`src/rtl/alu_pkg.sv`:
```
// Shared types for the ALU operand loader: FSM states, opsel codes, flag bundle
// and the reserved-command decode.
package alu_pkg;

    typedef enum logic [2:0] {
        IDLE,
        LOAD_A,
        LOAD_B,
        EXEC,
        HOLD
    } loader_state_t;

    localparam logic [2:0] OP_0 = 3'b000;
    localparam logic [2:0] OP_1 = 3'b001;
    localparam logic [2:0] OP_2 = 3'b010;
    localparam logic [2:0] OP_3 = 3'b011;
    localparam logic [2:0] OP_4 = 3'b100;
    localparam logic [2:0] OP_5 = 3'b101;
    localparam logic [2:0] OP_6 = 3'b110;

    typedef struct packed {
        logic c;
        logic z;
        logic o;
        logic s;
    } flags_t;

    // Mode 0 has seven opcodes (111 unused); mode 1 only five (101..111 unused).
    function automatic logic is_reserved(input logic mode, input logic [2:0] opsel);
        return mode ? (opsel >= OP_5) : (opsel == 3'b111);
    endfunction

endpackage

```
`src/rtl/alu_operand_loader_if.sv`:
```
// Host-side streams of the ALU operand loader: command/operand beat input and
// result output, each a valid/ready pair.
interface alu_operand_loader_if #(
    parameter int DWIDTH = 128,
    parameter int BWIDTH = 32
);
    logic              in_valid;
    logic              in_ready;
    logic [BWIDTH-1:0] in_data;
    logic              out_valid;
    logic              out_ready;
    logic [DWIDTH-1:0] out_result;
    logic [3:0]        out_flags;
    logic              out_err;
    logic              out_sticky_o;

    modport slave (
        input  in_valid, in_data, out_ready,
        output in_ready, out_valid, out_result, out_flags, out_err, out_sticky_o
    );

    modport master (
        output in_valid, in_data, out_ready,
        input  in_ready, out_valid, out_result, out_flags, out_err, out_sticky_o
    );
endinterface

```
`src/rtl/alu_operand_loader.sv`:
```
// Deserialises a command and two DWIDTH operands from BWIDTH beats, drives the ALU,
// then captures and holds its result. Optional sticky overflow: ALU_STICKY_OVF_EN.
//
// state  | meaning
// IDLE   | waiting for command beat
// LOAD_A | collecting operand 1 beats, LSW first
// LOAD_B | collecting operand 2 beats, LSW first
// EXEC   | one settle cycle, ALU inputs stable, result captured at its end
// HOLD   | result presented until consumed
module alu_operand_loader
    import alu_pkg::*;
#(
    parameter int DWIDTH = 128,
    parameter int BWIDTH = 32
) (
    input  logic              clk,
    input  logic              rst_n,
    alu_operand_loader_if.slave bus,
    output logic [DWIDTH-1:0] alu_op1,
    output logic [DWIDTH-1:0] alu_op2,
    output logic [2:0]        alu_opsel,
    output logic              alu_mode,
    input  logic [DWIDTH-1:0] alu_result,
    input  logic              alu_c,
    input  logic              alu_z,
    input  logic              alu_o,
    input  logic              alu_s
);

    // DWIDTH must be a whole number of beats.
    localparam int BEATS = DWIDTH / BWIDTH;
    localparam int CW = (BEATS > 1) ? $clog2(BEATS) : 1;
    localparam logic [CW-1:0] LAST_BEAT = CW'(BEATS - 1);

    loader_state_t     state;
    loader_state_t     state_next;
    logic [CW-1:0]     cnt;
    logic              err;
    logic              in_ready;
    logic              beat_fire;
    logic              last_beat;
    logic              out_fire;
    logic              out_valid;
    logic [DWIDTH-1:0] out_result;
    logic [3:0]        out_flags;
    logic              out_err;
    flags_t            alu_flags;
    logic              unused_in;

    assign in_ready  = rst_n && (state == IDLE || state == LOAD_A || state == LOAD_B);
    assign beat_fire = bus.in_valid && in_ready;
    assign last_beat = (cnt == LAST_BEAT);
    assign out_fire  = out_valid && bus.out_ready;
    assign alu_flags = '{c: alu_c, z: alu_z, o: alu_o, s: alu_s};

    assign bus.in_ready   = in_ready;
    assign bus.out_valid  = out_valid;
    assign bus.out_result = out_result;
    assign bus.out_flags  = out_flags;
    assign bus.out_err    = out_err;

    always_ff @(posedge clk or negedge rst_n) begin
        if (!rst_n) begin
            state <= IDLE;
        end else begin
            state <= state_next;
        end
    end

    always_comb begin
        state_next = state;
        case (state)
            IDLE:    if (beat_fire) state_next = LOAD_A;
            LOAD_A:  if (beat_fire && last_beat) state_next = LOAD_B;
            LOAD_B:  if (beat_fire && last_beat) state_next = EXEC;
            EXEC:    state_next = HOLD;
            HOLD:    if (out_fire) state_next = IDLE;
            default: state_next = IDLE;
        endcase
    end

    // Operand registers are not cleared between operations; each beat overwrites its slice.
    always_ff @(posedge clk or negedge rst_n) begin
        if (!rst_n) begin
            cnt        <= '0;
            err        <= 1'b0;
            alu_op1    <= '0;
            alu_op2    <= '0;
            alu_opsel  <= '0;
            alu_mode   <= 1'b0;
            out_valid  <= 1'b0;
            out_result <= '0;
            out_flags  <= '0;
            out_err    <= 1'b0;
        end else begin
            case (state)
                IDLE: begin
                    if (beat_fire) begin
                        alu_opsel <= bus.in_data[2:0];
                        alu_mode  <= bus.in_data[3];
                        err       <= is_reserved(bus.in_data[3], bus.in_data[2:0]);
                        cnt       <= '0;
                    end
                end
                LOAD_A: begin
                    if (beat_fire) begin
                        alu_op1[cnt*BWIDTH +: BWIDTH] <= bus.in_data;
                        cnt <= last_beat ? '0 : cnt + 1'b1;
                    end
                end
                LOAD_B: begin
                    if (beat_fire) begin
                        alu_op2[cnt*BWIDTH +: BWIDTH] <= bus.in_data;
                        cnt <= last_beat ? '0 : cnt + 1'b1;
                    end
                end
                EXEC: begin
                    out_result <= err ? '0 : alu_result;
                    out_flags  <= err ? 4'b0000 : alu_flags;
                    out_err    <= err;
                    out_valid  <= 1'b1;
                end
                HOLD: begin
                    if (out_fire) out_valid <= 1'b0;
                end
                default: ;
            endcase
        end
    end

`ifdef ALU_STICKY_OVF_EN
    logic sticky_o;

    // A clearing command and a later overflow in the same op leave the flag set.
    always_ff @(posedge clk or negedge rst_n) begin
        if (!rst_n) begin
            sticky_o <= 1'b0;
        end else if (state == IDLE && beat_fire && bus.in_data[4]) begin
            sticky_o <= 1'b0;
        end else if (state == EXEC && !err) begin
            sticky_o <= sticky_o | alu_o;
        end
    end

    assign bus.out_sticky_o = sticky_o;
    assign unused_in = ^bus.in_data[BWIDTH-1:5];
`else
    assign bus.out_sticky_o = 1'b0;
    assign unused_in = ^bus.in_data[BWIDTH-1:4];
`endif

endmodule

```
`src/flat_wrapper.sv`:
```
// flat-port wrapper written by rule: the top's interface ports become plain ports
module alu_operand_loader_flat import alu_pkg::*;
#(
    parameter int DWIDTH = 128,
    parameter int BWIDTH = 32
)
  (clk, rst_n, alu_op1, alu_op2, alu_opsel, alu_mode, alu_result, alu_c, alu_z, alu_o, alu_s, bus_in_valid, bus_in_data, bus_out_ready, bus_in_ready, bus_out_valid, bus_out_result, bus_out_flags, bus_out_err, bus_out_sticky_o);
  alu_operand_loader_if #(.DWIDTH(DWIDTH), .BWIDTH(BWIDTH)) bus_i ();
  input  logic clk;
  input  logic rst_n;
  output logic [DWIDTH-1:0] alu_op1;
  output logic [DWIDTH-1:0] alu_op2;
  output logic [2:0] alu_opsel;
  output logic alu_mode;
  input  logic [DWIDTH-1:0] alu_result;
  input  logic alu_c;
  input  logic alu_z;
  input  logic alu_o;
  input  logic alu_s;
  input wire logic [$bits(bus_i.in_valid)-1:0] bus_in_valid;
  input wire logic [$bits(bus_i.in_data)-1:0] bus_in_data;
  input wire logic [$bits(bus_i.out_ready)-1:0] bus_out_ready;
  output wire logic [$bits(bus_i.in_ready)-1:0] bus_in_ready;
  output wire logic [$bits(bus_i.out_valid)-1:0] bus_out_valid;
  output wire logic [$bits(bus_i.out_result)-1:0] bus_out_result;
  output wire logic [$bits(bus_i.out_flags)-1:0] bus_out_flags;
  output wire logic [$bits(bus_i.out_err)-1:0] bus_out_err;
  output wire logic [$bits(bus_i.out_sticky_o)-1:0] bus_out_sticky_o;
  assign bus_i.in_valid = bus_in_valid;
  assign bus_i.in_data = bus_in_data;
  assign bus_i.out_ready = bus_out_ready;
  assign bus_in_ready = bus_i.in_ready;
  assign bus_out_valid = bus_i.out_valid;
  assign bus_out_result = bus_i.out_result;
  assign bus_out_flags = bus_i.out_flags;
  assign bus_out_err = bus_i.out_err;
  assign bus_out_sticky_o = bus_i.out_sticky_o;
  alu_operand_loader #(.DWIDTH(DWIDTH), .BWIDTH(BWIDTH)) u_core (.clk(clk), .rst_n(rst_n), .bus(bus_i), .alu_op1(alu_op1), .alu_op2(alu_op2), .alu_opsel(alu_opsel), .alu_mode(alu_mode), .alu_result(alu_result), .alu_c(alu_c), .alu_z(alu_z), .alu_o(alu_o), .alu_s(alu_s));
endmodule
```
`config.mk`:
```
export PLATFORM = sky130hd
export DESIGN_NAME = alu_operand_loader_flat
export DESIGN_NICKNAME = d
export VERILOG_FILES = /design/src/rtl/alu_pkg.sv /design/src/rtl/alu_operand_loader_if.sv /design/src/rtl/alu_operand_loader.sv /design/src/flat_wrapper.sv
export SDC_FILE = /design/constraint.sdc
export NUM_CORES = 1
export LEC_CHECK = 0
export ABC_CLOCK_PERIOD_IN_PS = 4500
export CAP_MARGIN = 15
export CELL_PAD_IN_SITES_DETAIL_PLACEMENT = 0
export CELL_PAD_IN_SITES_GLOBAL_PLACEMENT = 2
export CORE_ASPECT_RATIO = 1.5
export CORE_MARGIN = 5
export CORE_UTILIZATION = 32
export CTS_BUF_LIST = sky130_fd_sc_hd__clkbuf_8
export DETAILED_ROUTE_END_ITERATION = 10
export GPL_ROUTABILITY_DRIVEN = 0
export PLACE_DENSITY_LB_ADDON = 0.1
export SYNTH_ARGS = -nofsm -noshare
export SYNTH_HDL_FRONTEND = slang
export SYNTH_SLANG_ARGS = --single-unit
```
`constraint.sdc`:
```
create_clock -name clk -period 4.5 [get_ports clk]
set_input_delay 0.45 -clock clk [delete_from_list [all_inputs] [get_ports clk]]
set_output_delay 0.45 -clock clk [all_outputs]
set_load 0.02 [all_outputs]
```
==> results.txt, run 1 <==
The logs give 1,536 for the net count of the mapped netlist and 3 for the count of H-tree levels built during CTS. After synthesis the netlist holds a flip-flop and latch count of 400. After clock tree synthesis, the clock-pin slew on the worst setup and hold paths is 0.07 ns. The die covers 0.0568 mm².

The non-filler instance count after layout was 2,640; the post-placement cell count was 2,518. For the pin with the worst max-slew slack, the measured transition is 1.09 ns. At the later pin of the worst-skew pair, clock insertion delay measures 0.62 ns.

The tools report the number of different library cells in the post-synthesis netlist as 34. Cell internal power was estimated by the tool at 5.54 mW. Gates resized during post-CTS repair numbered 0.

The run gives 0 as the total grt overflow. Setup repair after global routing left no endpoint under its margin. TritonCTS built the clock tree. The number of buffers on the longest clock path is 3. The mean post-synth cell area is 12.2 µm², and the wire length of the first global-routing pass is 86,800 µm. For the number of top-level design ports, the log shows 564.

For this design, the sink count on the clock tree is 400. For this configuration, the core starts out at a cell density of 32.3%. The tool flagged a number of max-cap violations equal to 0.

Total power per unit cell area: 300 mW/mm². The first detailed-routing pass took 4 iterations. The count of nets left with antenna violations once routing finished came out at 0. Leaving out fill and tap cells, the most frequent cells in the layout are 561 x sky130_fd_sc_hd__clkdlybuf4s50_1, 399 x sky130_fd_sc_hd__dfrtp_1, 215 x sky130_fd_sc_hd__mux2_2, 164 x sky130_fd_sc_hd__nand2b_1, 136 x sky130_fd_sc_hd__nand2_1. Power share of the sequential group: 49.7%. In this run the worst path has a maximum fanout of 32. The critical path in this run is classified as input pin to register. After detailed routing, the number of remaining DRC violations is 0.

For this run, the total global-route usage over all layers was measured as 20.2%. The kind of path behind the tightest hold check is input pin to async pin. After the first detailed-routing iteration, the DRC count stood at 413. In this run the core area contains 102 standard-cell rows. The top achievable clock speed was 0.360 GHz; the data arrival time of the critical path was 3.26 ns. The flow ran to the end, and the final reports show no timing, DRC or antenna violations. Setup violations remaining at the end of the flow were counted as 0. The endpoint identified for the worst register-to-register timing path is u_core.alu_op2[120]$_DFFE_PN0P_.

After layout, the minimum clock period comes to 2.78 ns. Across all register-to-register paths, the minimum setup slack is 1.91 ns. The worst register-to-register path begins at u_core.cnt[0]$_DFFE_PN0P_. The die height was 289 µm.

The wire length per cell after detailed routing works out to 22.4 µm. The HPWL after detailed placement is 42,400 µm, and the horizontal die dimension is 196 µm. The number of nets in the layout was 2,085.

The region available for standard cell placement spans 0.0516 mm². The cell area after synthesis is 0.0166 mm². The clock network accounts for 45.8% of the total power. The total number of vias was 12.0k. The worst setup path is captured at a register. For this design the total switching power over the nets is 1.70 mW. Overall power consumption after layout is estimated at 7.24 mW.

Using the TritonRoute via totals, the vias-per-cell ratio works out to 4.55. The post-route netlist has 18.7% of its cells at a drive strength greater than 1. Startpoint type of the worst setup path: an input pin. The tools report the aggregate negative setup slack as 0 ns.

Combinational logic burns 4.5% of the power. For the final database, setup skew stands at 0.0285 ns. The ratio of final minimum period to clock period was 61.7%; the relative slew slack was 27.5%. The fraction of power spent switching nets is 23.5%, and the final hold slack is 0.274 ns. The via count of the first global-routing pass was 13.0k; the setup slack after layout was 1.72 ns. For the final count of pins violating max slew, the log shows 0. During synthesis, Yosys emitted a total of 0 warnings. The tools report the number of antenna violations at the first check in global routing as 5.

The library cell used most frequently in the layout, excluding fill and tap cells, is sky130_fd_sc_hd__clkdlybuf4s50_1. For the largest voltage drop on the vdd net, the log shows 0.167 mV. Input and output buffers added on the ports amount to 562. The post-place setup slack is 1.53 ns. The proportion of synthesized chip area in sequential cells was 60.1%; the number of hold violations in the final report was 0. In the synthesized netlist, the number of instances is 1,363. Summed over all layers, the routed wires come to 59,100 µm. For the worst setup path, the data required time is 4.98 ns. Entering global routing, the biggest net connects 164 pins. The buffer type at the clock tree root was sky130_fd_sc_hd__clkbuf_8.

The number of cells on the worst reg-to-reg path is 5. Compared with the post-synthesis result, the final layout area differs by 45.1%. For the static leakage, the log shows 11.4 nW. In this run, CTS created clock tree buffers numbering 67.
cells by family (layout without fill, tap and decap cells):
kind of cell	after synthesis	count (layout)	synth area share, %
AOI/OAI and AO/OA	143	143	4.45
adders and majority gates	6	6	0.436
buffers and inverters	99	695	3.14
DFF	400	400	60.1
muxes	260	260	18.2
other	1	6	0.0225
and+or+nand+nor	454	454	13.6
registers in the layout, indices dropped and copies added (netlist names):
signal and flops:
u_core.alu_op1 128, u_core.alu_op2 128, u_core.bus.out_result 128, u_core.bus.out_flags 4
u_core.alu_opsel 3, u_core.state 3, u_core.cnt 2, u_core.alu_mode 1
u_core.bus.out_err 1, u_core.bus.out_valid 1, u_core.err 1
synthesized netlist by cell type:
cell type | instances | share of area, %
sky130_fd_sc_hd__dfrtp_1 | 400 | 60
sky130_fd_sc_hd__maj3_1 | 1 | 0.060
sky130_fd_sc_hd__a21o_1 | 1 | 0.045
sky130_fd_sc_hd__o21ai_0 | 133 | 4.0
sky130_fd_sc_hd__nand3_1 | 4 | 0.12
sky130_fd_sc_hd__and3b_1 | 1 | 0.053
sky130_fd_sc_hd__buf_4 | 22 | 0.99
sky130_fd_sc_hd__and2b_1 | 1 | 0.045
sky130_fd_sc_hd__mux2_2 | 215 | 15
sky130_fd_sc_hd__nor3b_1 | 1 | 0.045
sky130_fd_sc_hd__mux2_4 | 29 | 2.6
sky130_fd_sc_hd__a22o_1 | 1 | 0.053
sky130_fd_sc_hd__mux2_1 | 16 | 1.1
sky130_fd_sc_hd__ha_1 | 5 | 0.38
sky130_fd_sc_hd__o211ai_1 | 2 | 0.090
sky130_fd_sc_hd__o21a_1 | 1 | 0.045
sky130_fd_sc_hd__nand2b_1 | 166 | 6.2
sky130_fd_sc_hd__o2111ai_1 | 1 | 0.053
sky130_fd_sc_hd__buf_1 | 1 | 0.023
sky130_fd_sc_hd__and2_1 | 32 | 1.2
sky130_fd_sc_hd__and3_4 | 1 | 0.068
sky130_fd_sc_hd__a21oi_1 | 2 | 0.060
sky130_fd_sc_hd__nand3b_1 | 2 | 0.090
sky130_fd_sc_hd__o2111a_1 | 1 | 0.068
sky130_fd_sc_hd__conb_1 | 1 | 0.023
sky130_fd_sc_hd__inv_1 | 4 | 0.090
sky130_fd_sc_hd__nor2_1 | 98 | 2.2
sky130_fd_sc_hd__nand2_1 | 137 | 3.1
sky130_fd_sc_hd__and3_1 | 10 | 0.38
sky130_fd_sc_hd__nor2b_1 | 1 | 0.038
sky130_fd_sc_hd__buf_2 | 19 | 0.57
sky130_fd_sc_hd__buf_6 | 6 | 0.41
sky130_fd_sc_hd__a31oi_1 | 1 | 0.038
sky130_fd_sc_hd__clkbuf_1 | 47 | 1.1
per-layer routing:
| metal | track usage [%] | vias up | part of all wire [%] |
|---|---|---|---|
| met5 | 0 | - | 0.022 |
| met4 | 6.60 | 2 | 2.7 |
| met3 | 6.95 | 84 | 7.8 |
| met2 | 35.3 | 397 | 51 |
| met1 | 23.3 | 5896 | 39 |
| li1 | - | 5620 | - |
power by group through the flow:
stage          Combinational, mW  Clock (mW)  Sequential (mW)
6_report                   0.324        3.32             3.60
5_1_grt                    0.364        3.61             3.59
4_1_cts                    0.336        3.46             3.60
3_5_place_dp               0.334           0             3.66
3_3_place_gp               0.329           0             3.66
2_1_floorplan             0.0659           0             3.66
timing repair:
| action | 4_1_cts | 5_1_grt |
|---|---|---|
| hold buffers | 1 | 0 |
| setup buffers | 0 | 0 |
| endpoints found under the hold margin | 27 | 0 |
critical path, cell delays in order:
cell and delay, ns:
sky130_fd_sc_hd__dlygate4sd3_1 0.57, sky130_fd_sc_hd__buf_8 0.25, sky130_fd_sc_hd__and3b_1 0.50, sky130_fd_sc_hd__and3_2 1.01
sky130_fd_sc_hd__mux2_2 0.43
metrics by stage:
step	cell area, µm²	utilization (%)
global route	24100	46.8
global placement	22800	44.2
floorplan	16600	-
CTS	24100	46.8
finish	24100	46.8
detailed placement	22800	44.2
worst max path at each step:
stage	cells after the start	start	to	slack [ns]
2_1_floorplan	6	u_core.cnt[0]$_DFFE_PN0P_	u_core.alu_op2[124]$_DFFE_PN0P_	2.65
3_3_place_gp	4	bus_in_valid	u_core.alu_op2[126]$_DFFE_PN0P_	1.56
3_5_place_dp	4	bus_in_valid	u_core.alu_op2[101]$_DFFE_PN0P_	1.53
4_1_cts	5	rst_n	u_core.alu_op2[127]$_DFFE_PN0P_	1.73
5_1_grt	5	rst_n	u_core.alu_op2[102]$_DFFE_PN0P_	1.60
6_report	5	rst_n	u_core.alu_op2[101]$_DFFE_PN0P_	1.72
layout make-up:
| type | instances | area (µm²) |
|---|---|---|
| diodes | 5 | 12.5 |
| flip-flops and latches | 400 | 10000 |
| clock buffers | 83 | 1140 |
| repair buffers | 575 | 5780 |
| well taps | 676 | 846 |
| multi-input cells | 864 | 6130 |
| inverters | 4 | 15.0 |
| clock inverters | 33 | 205 |
| fillers | 4902 | 27400 |
No activity file was read; power rests on OpenSTA's default activity.
==> run 2: changes to the inputs <==
--- a/config.mk
+++ b/config.mk
@@ -5,13 +5,13 @@
 export SDC_FILE = /design/constraint.sdc
 export NUM_CORES = 1
 export LEC_CHECK = 0
-export ABC_CLOCK_PERIOD_IN_PS = 4500
+export ABC_CLOCK_PERIOD_IN_PS = 2600
 export CAP_MARGIN = 15
 export CELL_PAD_IN_SITES_DETAIL_PLACEMENT = 0
 export CELL_PAD_IN_SITES_GLOBAL_PLACEMENT = 2
 export CORE_ASPECT_RATIO = 1.5
 export CORE_MARGIN = 5
-export CORE_UTILIZATION = 32
+export CORE_UTILIZATION = 30
 export CTS_BUF_LIST = sky130_fd_sc_hd__clkbuf_8
 export DETAILED_ROUTE_END_ITERATION = 10
 export GPL_ROUTABILITY_DRIVEN = 0
==> constraint.sdc (replaced) <==
create_clock -name clk -period 2.6 [get_ports clk]
set_input_delay 0.26 -clock clk [delete_from_list [all_inputs] [get_ports clk]]
set_output_delay 0.26 -clock clk [all_outputs]
set_load 0.02 [all_outputs]
==> run 2 against run 1 <==
Compared with the run above: cell count is 1.9% higher; sequential cell count unchanged; critical path type is now register to primary output; utilization shrank 2.0 points.
==> results.txt, run 2 (same netlist as run 1, synthesis figures left out) <==
Walking the worst path, the cells encountered are nand2_1 > and3_1 > clkdlybuf4s50_1. The area growth from synthesis to layout is 47.7%. Across the VDD grid, the largest voltage drop is 0.324 mV. In the final routing, the length of wire on met1 measures 24,000 µm. Entering global routing, the biggest net connects 171 pins. The die covers 0.0604 mm². The largest registers in the layout are u_core.alu_op1 x128, u_core.alu_op2 x128, u_core.bus.out_result x128. The largest single stage delay on the critical path is 0.70 ns. The count of nets left with antenna violations once routing finished came out at 0.

The kind of path behind the tightest hold check is input pin to register. The first routing iteration left 397 violations. The via count of the first global-routing pass came out at 13.2k.

The run gives 0.187 ns as the final hold slack. The largest fanout of any net on the critical path is 12, and the required time reported for the critical path endpoint is 2.34 ns. In the routed layout, each cell is associated on average with a via count of 4.53. The number of hold violations in the final report is 0, and the number of antenna violations at the first check in global routing is 10. The HPWL after detailed placement is 44,900 µm. The number of buffers inserted by port buffering was 562. The logs give 2,114 for the number of nets in the layout and 12.2k for the total number of vias. The clock net in this run drives a total of 400 sinks.

In this run the worst setup path begins at u_core.state[0]$_DFFE_PN0P_. The worst register-to-register path begins at u_core.cnt[0]$_DFFE_PN0P_. The initial core utilization was 30.4%. The total grt overflow was 0.

The fraction of final layout cells sized beyond drive strength 1 is 19.8%. The tools report the total of endpoints with negative setup slack in the final report as 0. The ratio of final minimum period to clock period came out at 90.9%. The later pin in the worst-skew pair is clocked with a latency of 0.64 ns. TritonCTS built the clock tree.

STA classifies the critical path startpoint as a register. The max capacitance violation total is 0, and the amount of wire on met3 after detailed routing is 5430 µm. The number of rows in the core area was 105. During I/O placement, the number of pins put on the boundary was 564. For the setup skew after layout, the log shows 0.0324 ns. In the final routed layout, each cell accounts on average for 22.6 µm.

In this run the vertical extent of the chip is 298 µm. After detailed placement, the design holds a cell count of 2,564. The sum of buffers and inverters on the critical path was 1. Based on the critical path, the design can be clocked at up to 0.423 GHz. After clock tree synthesis, the clock-pin slew on the worst setup and hold paths is 0.07 ns. The logs give 29,900 µm for the amount of wire on met2 after detailed routing and 2,691 for the non-filler instance count after layout.

The horizontal die dimension is 202 µm, and the post-layout minimum cycle time is 2.36 ns. After detailed routing, the number of remaining DRC violations is 0. Along the worst hold path, the cell count comes to 3.

The number of buffers on the longest clock path is 3. The buffer type at the clock tree root is sky130_fd_sc_hd__clkbuf_8. The area inside the core boundary is 0.0548 mm², and the sum of routed wire length over all layers is 60,800 µm.

For the pin with the worst max-slew slack, the measured transition is 0.962 ns. Setup repair after global routing left no endpoint under its margin. The wire length of the first global-routing pass is 90,200 µm. STA classifies the critical path endpoint as a primary output. Cell family contributing the most delay on the critical path: buffers and inverters. The count of H-tree levels built during CTS is 3, and the critical path depth is 3.

STA puts the critical path data arrival time at 2.10 ns. In the layout the commonest cells are 561 x sky130_fd_sc_hd__clkdlybuf4s50_1, 399 x sky130_fd_sc_hd__dfrtp_1, 215 x sky130_fd_sc_hd__mux2_2, 164 x sky130_fd_sc_hd__nand2b_1, 136 x sky130_fd_sc_hd__nand2_1. The slowest cell on the critical path was sky130_fd_sc_hd__clkdlybuf4s50_1. Counting cells, the worst reg-to-reg path comes to 6. The classification of the worst setup path is register to primary output.

In this run the tightest slew margin relative to its limit is 35.8%. Number of CTS-inserted buffers: 68. Highest routed metal layer: met5. The analysis attributes to cell leakage a power of 11.7 nW.

The logs give 5,243 for the fill cell instance count of the final layout and 4 for the number of iterations in the first detailed-routing pass. Aggregate negative setup slack: 0 ns. Power spread over the standard cell area amounts to 507 mW/mm². The run finished with clean final reports. The worst hold path begins at alu_result[93]. The final count of pins violating max slew is 0. The run gives 19.8% as the total track usage.

The library cell used most frequently in the layout, excluding fill and tap cells, is sky130_fd_sc_hd__clkdlybuf4s50_1.
## run 2: cell count changes in the layout (fill, tap and decap cells not counted), sizes merged
cell / delta
clkinv: -2
diode: +1
inv: +4
clkinvlp: +2
buf: +28
bufinv: -1
## run 2: what timing repair did
item                                   4_1_cts  5_1_grt
endpoints found under the hold margin      400        0
resized for setup                            0        0
setup buffers                                0        0
hold buffers                                 1        0
## run 2: stage by stage
stage / utilization (%) / cell area (µm²) / worst slack (ns) / total power, mW
2_1_floorplan: - / 16600 / 0.747 / 6.46
3_3_place_gp: 42.3 / 23200 / 0.466 / 6.92
3_5_place_dp: 42.3 / 23200 / 0.412 / 6.92
4_1_cts: 44.8 / 24500 / 0.162 / 12.7
5_1_grt: 44.9 / 24600 / 0.135 / 13.1
6_report: 44.9 / 24600 / 0.236 / 12.5
## run 2: worst min-delay path, stage by stage
cell                              delay, ns
sky130_fd_sc_hd__clkdlybuf4s50_1       0.40
sky130_fd_sc_hd__nand2b_1              0.06
sky130_fd_sc_hd__o21ai_0               0.06
## run 2: final timing paths
check / to / slack [ns]
max in group asynchronous: u_core.alu_op1[87]$_DFFE_PN0P_ / 1.39
hold reg to reg: u_core.bus.out_result[31]$_DFFE_PN0P_ / 0.48
setup / recovery: bus_in_ready / 0.24
min in group asynchronous: u_core.bus.out_valid$_DFFE_PN0P_ / 0.25
setup reg to reg: u_core.alu_op1[1]$_DFFE_PN0P_ / 0.39
hold / removal: u_core.bus.out_result[93]$_DFFE_PN0P_ / 0.19
## run 2: cell type report
cell class / count / area, µm² / share of cell area [%]
flip-flops and latches: 400 / 10000 / 40.7
clock buffers: 83 / 1140 / 4.65
multi-input cells: 864 / 6140 / 25.0
repair buffers: 603 / 6200 / 25.2
inverters: 4 / 15.0 / 0.0611
well taps: 695 / 870 / 3.54
clock inverters: 36 / 190 / 0.774
diodes: 6 / 15.0 / 0.0611
## run 2: power breakdown
| group | leakage, nW | switching [mW] | internal, mW |
|---|---|---|---|
| combinational | 6.00 | 0.288 | 0.284 |
| clock | 0.772 | 2.66 | 2.99 |
| sequential | 4.89 | 0.00113 | 6.23 |
| total | 11.7 | 2.95 | 9.50 |
## run 2: per-layer routing
layer	global-route usage [%]	vias up
met5	0	-
met4	6.89	4
met3	7.53	74
met2	33.0	426
met1	23.4	5989
li1	-	5686
